**src/rtl/fft_8point_stream_ctrl.sv**
```systemverilog
// ---------------------------------------------------------------------------
// fft_8point_stream_ctrl
//
// Streaming sequencer for an 8-point FFT core.
//   Input side : collects a serial stream of signed samples into 8-sample
//                frames and hands each complete frame to the core over a
//                valid/ready port.
//   Output side: captures each 8-bin result from the core and replays it
//                bin by bin on a serial valid/ready port.
//   Results pass through bit-exact. Samples are not extended.
//
// Parameters
//   SAMPLE_W  sample width, equal to the core input width
//   RESULT_W  per-component result width, equal to the core output width
//
// Ports
//   clk, reset_n             clock (rising edge), asynchronous active-low reset
//   s_valid/s_ready/s_data   serial sample input, frame order x0..x7
//   fft_s_valid/fft_s_ready  frame handshake to the core
//   fft_x                    frame to the core, xk at [k*SAMPLE_W +: SAMPLE_W]
//   fft_m_valid/fft_m_ready  result handshake from the core
//   fft_X                    result, bin k real at [2k*W +: W], imag at [(2k+1)*W +: W]
//   m_valid/m_ready          serial bin output handshake
//   m_real/m_imag/m_bin      current bin value and index
//   m_last                   high with bin 7
//   inflight                 frames issued to the core but not yet captured
//   busy                     partial frame, frame waiting to issue, frames in
//                            the core, or result buffer occupied
//   flush                    (only when FFT_STREAM_FLUSH_EN is defined)
//                            synchronous discard of a partial input frame
//
// Optional feature macro: FFT_STREAM_FLUSH_EN
// ---------------------------------------------------------------------------
module fft_8point_stream_ctrl #(
    parameter int SAMPLE_W = 8,
    parameter int RESULT_W = 32
) (
    input  logic                           clk,
    input  logic                           reset_n,
`ifdef FFT_STREAM_FLUSH_EN
    input  logic                           flush,
`endif
    input  logic                           s_valid,
    output logic                           s_ready,
    input  logic signed [SAMPLE_W-1:0]     s_data,
    output logic                           fft_s_valid,
    input  logic                           fft_s_ready,
    output logic        [8*SAMPLE_W-1:0]   fft_x,
    input  logic                           fft_m_valid,
    output logic                           fft_m_ready,
    input  logic        [16*RESULT_W-1:0]  fft_X,
    output logic                           m_valid,
    input  logic                           m_ready,
    output logic signed [RESULT_W-1:0]     m_real,
    output logic signed [RESULT_W-1:0]     m_imag,
    output logic        [2:0]              m_bin,
    output logic                           m_last,
    output logic        [1:0]              inflight,
    output logic                           busy
);

    typedef enum logic { COLLECT = 1'b0, ISSUE = 1'b1 } in_state_t;
    typedef enum logic { EMPTY   = 1'b0, FULL  = 1'b1 } out_state_t;

    in_state_t                    in_state;
    out_state_t                   out_state;
    logic                         live;
    logic        [2:0]            wr_cnt;
    logic        [2:0]            rd_cnt;
    logic signed [SAMPLE_W-1:0]   sbuf [8];
    logic signed [RESULT_W-1:0]   obuf [16];

    logic s_hs, fs_hs, fm_hs, m_hs, flush_c;

`ifdef FFT_STREAM_FLUSH_EN
    assign flush_c = flush;
`else
    assign flush_c = 1'b0;
`endif

    // live gates the ready outputs so every output reads 0 while reset is
    // held; readiness appears on the first clock after release.
    always_ff @(posedge clk or negedge reset_n) begin
        if (!reset_n) live <= 1'b0;
        else          live <= 1'b1;
    end

    assign s_ready     = live & (in_state == COLLECT);
    assign fft_s_valid = (in_state == ISSUE);
    assign m_valid     = (out_state == FULL);
    assign m_last      = m_valid & (rd_cnt == 3'd7);
    assign m_bin       = rd_cnt;
    // Accepting a new result while the last bin leaves keeps FULL without
    // a bubble between frames.
    assign fft_m_ready = live & ((out_state == EMPTY) | (m_ready & m_last));

    assign s_hs  = s_valid & s_ready;
    assign fs_hs = fft_s_valid & fft_s_ready;
    assign fm_hs = fft_m_valid & fft_m_ready;
    assign m_hs  = m_valid & m_ready;

    // Input FSM: sample collection and frame issue
    always_ff @(posedge clk or negedge reset_n) begin
        if (!reset_n) begin
            in_state <= COLLECT;
            wr_cnt   <= 3'd0;
            for (int i = 0; i < 8; i++) sbuf[i] <= '0;
        end else if (in_state == COLLECT) begin
            // A flush wins over a sample arriving in the same cycle.
            if (flush_c) begin
                wr_cnt <= 3'd0;
            end else if (s_hs) begin
                sbuf[wr_cnt] <= s_data;
                wr_cnt       <= wr_cnt + 3'd1;  // wraps to 0 after slot 7
                if (wr_cnt == 3'd7) in_state <= ISSUE;
            end
        end else begin
            if (fft_s_ready) in_state <= COLLECT;
        end
    end

    // The frame is presented straight from the registered buffer, so it is
    // stable for the whole ISSUE wait.
    always_comb begin
        fft_x = '0;
        for (int k = 0; k < 8; k++) fft_x[k*SAMPLE_W +: SAMPLE_W] = sbuf[k];
    end

    // Output FSM: result capture and bin replay
    always_ff @(posedge clk or negedge reset_n) begin
        if (!reset_n) begin
            out_state <= EMPTY;
            rd_cnt    <= 3'd0;
            for (int i = 0; i < 16; i++) obuf[i] <= '0;
        end else if (fm_hs) begin
            out_state <= FULL;
            rd_cnt    <= 3'd0;
            for (int i = 0; i < 16; i++) obuf[i] <= fft_X[i*RESULT_W +: RESULT_W];
        end else if (m_hs) begin
            rd_cnt <= rd_cnt + 3'd1;
            if (rd_cnt == 3'd7) out_state <= EMPTY;
        end
    end

    assign m_real = obuf[{rd_cnt, 1'b0}];
    assign m_imag = obuf[{rd_cnt, 1'b1}];

    // Frames inside the core
    always_ff @(posedge clk or negedge reset_n) begin
        if (!reset_n) begin
            inflight <= 2'd0;
        end else begin
            case ({fs_hs, fm_hs})
                2'b10:   inflight <= inflight + 2'd1;
                2'b01:   inflight <= inflight - 2'd1;
                default: inflight <= inflight;
            endcase
        end
    end

    // The core must stall its input before a fourth frame is in flight.
    inflight_bound: assert property (@(posedge clk) disable iff (!reset_n)
        !(fs_hs && !fm_hs && inflight == 2'd3));

    assign busy = (wr_cnt != 3'd0) | (in_state == ISSUE) |
                  (inflight != 2'd0) | (out_state == FULL);

endmodule

```
**config.mk**
```make
export PLATFORM = sky130hd
export DESIGN_NAME = fft_8point_stream_ctrl
export DESIGN_NICKNAME = d
export VERILOG_FILES = /design/src/rtl/fft_8point_stream_ctrl.sv
export SDC_FILE = /design/constraint.sdc
export NUM_CORES = 1
export LEC_CHECK = 0
export ABC_AREA = 1
export BUFFER_PORTS_ARGS = -buffer_cell sky130_fd_sc_hd__buf_2
export CORE_MARGIN = 4
export CORE_UTILIZATION = 35
export DETAILED_ROUTE_END_ITERATION = 8
export GPL_TIMING_DRIVEN = 0
export RECOVER_POWER = 100
export SLEW_MARGIN = 25
export SYNTH_ARGS = -nofsm -noshare
export SYNTH_HDL_FRONTEND = slang
export SYNTH_SLANG_ARGS = --single-unit
```
**constraint.sdc**
```tcl
create_clock -name clk -period 2.55 [get_ports clk]
set_clock_uncertainty 0.1 [all_clocks]
set_input_delay 0.1275 -clock clk [delete_from_list [all_inputs] [get_ports clk]]
set_output_delay 0.1275 -clock clk [all_outputs]
set_load 0.05 [all_outputs]
```
==> metrics <==
status=finished with violations; failing checks=negative setup slack; Bufs and invs on worst path=5; critical path's largest stage delay=390 ps; Tot GR Track Use=29.5%; largest net degree at the start of global routing=89; Leakage Power=24.5 nW; Crit Path Max Fanout=8; clock-pin transition on the worst setup and hold timing paths=60 ps; Ys Warns=0; setup violators final=1; Die H=297 µm; residual DRC count=0; post-DP HPWL=93.7 mm; core box area=82400 µm²; WL met2=60.5 mm; crit path launch type=register; Most used DFF post-synth=dfrtp_1; final setup margin=-5.65 ps; slowest CP cell=dfrtp_1; Hold Path Class=in2reg; Post-synth EDFFs=0; Setup TNS=-5.65 ps; global-route wire length before repair=193 mm; RSZ-0062 raised after global routing=yes; highest metal used=met5; Placed Area=34000 µm²; post-synth top area cell=dfrtp_1; Port Buffer Count=656; gpl congestion=0.933; Final Instance Count excl. Fillers=6647; slew at the pin closest to its max-slew limit=1320 ps; CTS tree=yes; Met1 Wirelength=53.9 mm; routed len/inst=20.1 µm; Required @ worst endpoint=2320 ps; Fill cells=7720; initial antenna violation count=38; synth top area cells=dfrtp_1, nand2_1, inv_1; pre-CTS setup slack=-454 ps; post-synth cell types=26; dpl cells=5952; Core Rows=105; Worst VDD drop=0.784 mV; TritonRoute pass-1 iters=5; die area=88000 µm²; Area Growth Syn to Fin=48.9%; Post-Syn Instances=4219; share of cells above drive strength 1=19.9%; Crit Path Category=reg2out; vias in the first global route=32300; Cell Pwr Density=1320 nW/µm²; crit share post-route=100%; post-synthesis register bit count=587; post-route cell area=43400 µm²; Vias/cell=4.75; Mean Syn Cell Area=6.91 µm²; cts bufs inserted=71; Sinks on Clock Net=587; DRT Wirelength=133 mm; Iter 0 DRT Violations=2419; max_slew headroom=11.9%; H-tree depth reported by CTS=3; most frequent CP cell=nand2_2; CP top delay family=buffers and inverters; Post-Syn Area=29200 µm²; max cap viols=0; Boundary Pins=665; met3 wire len=9.45 mm; post-layout min period=2560 ps; maximum clock rate=391 MHz; Worst-Skew Late Latency=610 ps; Max clock buf depth=3; post-synthesis net count=4751; Starting Density=35.4%; top cell type's share of synthesized area=50.4%; via count=31600; Slew Limit Fails=0; CP arrival=2330 ps; Worst setup EP type=output port; crit path cell chain=buf_8, clkinv_8, clkbuf_16, clkbuf_16, nand2_1, nand3_1, nand2_2, nand2_2, nand2_2, buf_8; ys async rst share=100%; CTS Root Cell=clkbuf_16; Fin. Hold Viols=0; total power=0.0575 W; Routed Antenna Nets=0; gr ovfl total=0; sequential fraction of the synthesis area=50.4%; fin nets=6025; Horiz. Die Dim=297 µm
cell usage after synthesis (2+ instances only):
| master | n |
|---|---|
| nand3_1 | 273 |
| inv_2 | 3 |
| dfrtp_1 | 587 |
| buf_2 | 136 |
| ha_1 | 6 |
| xor2_1 | 2 |
| inv_1 | 524 |
| nor2_2 | 8 |
| nor2_1 | 3 |
| clkbuf_1 | 37 |
| buf_4 | 23 |
| buf_6 | 6 |
| o21ai_1 | 9 |
| nand2_1 | 2517 |
| o21ai_0 | 50 |
| buf_1 | 25 |
per-layer routing:
metal	GRT usage, %	vias to the layer above
met5	0	-
li1	-	15000
met4	18.5	26
met2	46.7	1444
met1	36.8	14600
met3	6.40	513
through the flow:
step                      util (%)  hold slack, ps
after detailed placement      41.2            27.5
final                         52.7            77.1
after global placement        41.0             222
after global routing          52.7            88.0
after floorplan                  -            -268
after CTS                     51.7           -41.9
where the power goes:
part	switching, W	total (W)	internal (W)	leakage [nW]
Clock	0.00432	0.0104	0.00607	1.17
Combinational	0.0205	0.0310	0.0105	16.0
Sequential	0.00243	0.0160	0.0136	7.33
Total	0.0273	0.0575	0.0302	24.5
sequential cells by signal (all words and copies together) (netlist names):
signal and count:
wr_cnt 3, live 1, inflight 2, m_bin 3, fft_s_valid 1, fft_x 64, obuf 512, m_valid 1
layout make-up:
cell class	count	area, µm²	area share [%]
Clock buffer	101	2050	4.72
Inverter	529	2010	4.63
Timing Repair Buffer	1203	9320	21.5
Tap cell	1070	1340	3.08
Antenna cell	26	65.1	0.150
Sequential cell	587	14700	33.8
Clock inverter	30	323	0.744
Buffer	225	1660	3.82
Multi-Input combinational cell	2876	12000	27.6
worst paths after layout:
path	startpoint	endpoint	slack (ps)	cells after the start
min reg2reg	fft_x[49]$_DFFE_PN0P_	fft_x[49]$_DFFE_PN0P_	370	2
max in group asynchronous	reset_n	obuf[366]$_DFFE_PN0P_	360	6
min	fft_m_valid	obuf[501]$_DFFE_PN0P_	80	6
min in group asynchronous	reset_n	obuf[84]$_DFFE_PN0P_	370	3
max	m_bin[0]$_DFFE_PN0P_	m_imag[2]	-6	10
max reg2reg	m_bin[0]$_DFFE_PN0P_	obuf[323]$_DFFE_PN0P_	70	11
cell usage in the layout, fill, tap and decap left out, drive strengths merged:
cell and n:
conb 1, nor3 1, xnor2 1, clkbuf 272, inv 531, buf 732
diode 26, or2 1, nor2 11, clkinv 22, bufinv 4, o21ai 59
nand3 274, ha 6, clkinvlp 2, dlygate4sd3 525, nand2 2518, dfrtp 587
nand4 1, xor2 2, a21oi 1
worst register-to-register path: stages, from the launching register on:
cell,delay [ps]
dfrtp_1,410
buf_4,150
ha_1,190
ha_1,190
nand2_1,80
nand2_2,130
nand3_4,200
buf_6,250
buf_6,230
buf_2,290
nand2_1,110
nand2_1,100
logic make-up after synthesis:
logic type / share of synthesized area, %
compound gates: 1.03
xor+xnor: 0.0902
fa+ha+maj: 0.258
buf+inv: 10.8
flops: 50.4
other cells: 0.0129
simple gates: 37.4
what timing repair did:
action / CTS / global route
gates cloned: 0 / 5
endpoints found under the hold margin: 812 / 5
endpoints found under the setup margin: 522 / 100
pin swaps: 13 / 72
setup buffers: 4 / 4
hold buffers: 524 / 3
resized for setup: 354 / 219
(Power assumes the default switching activity.)
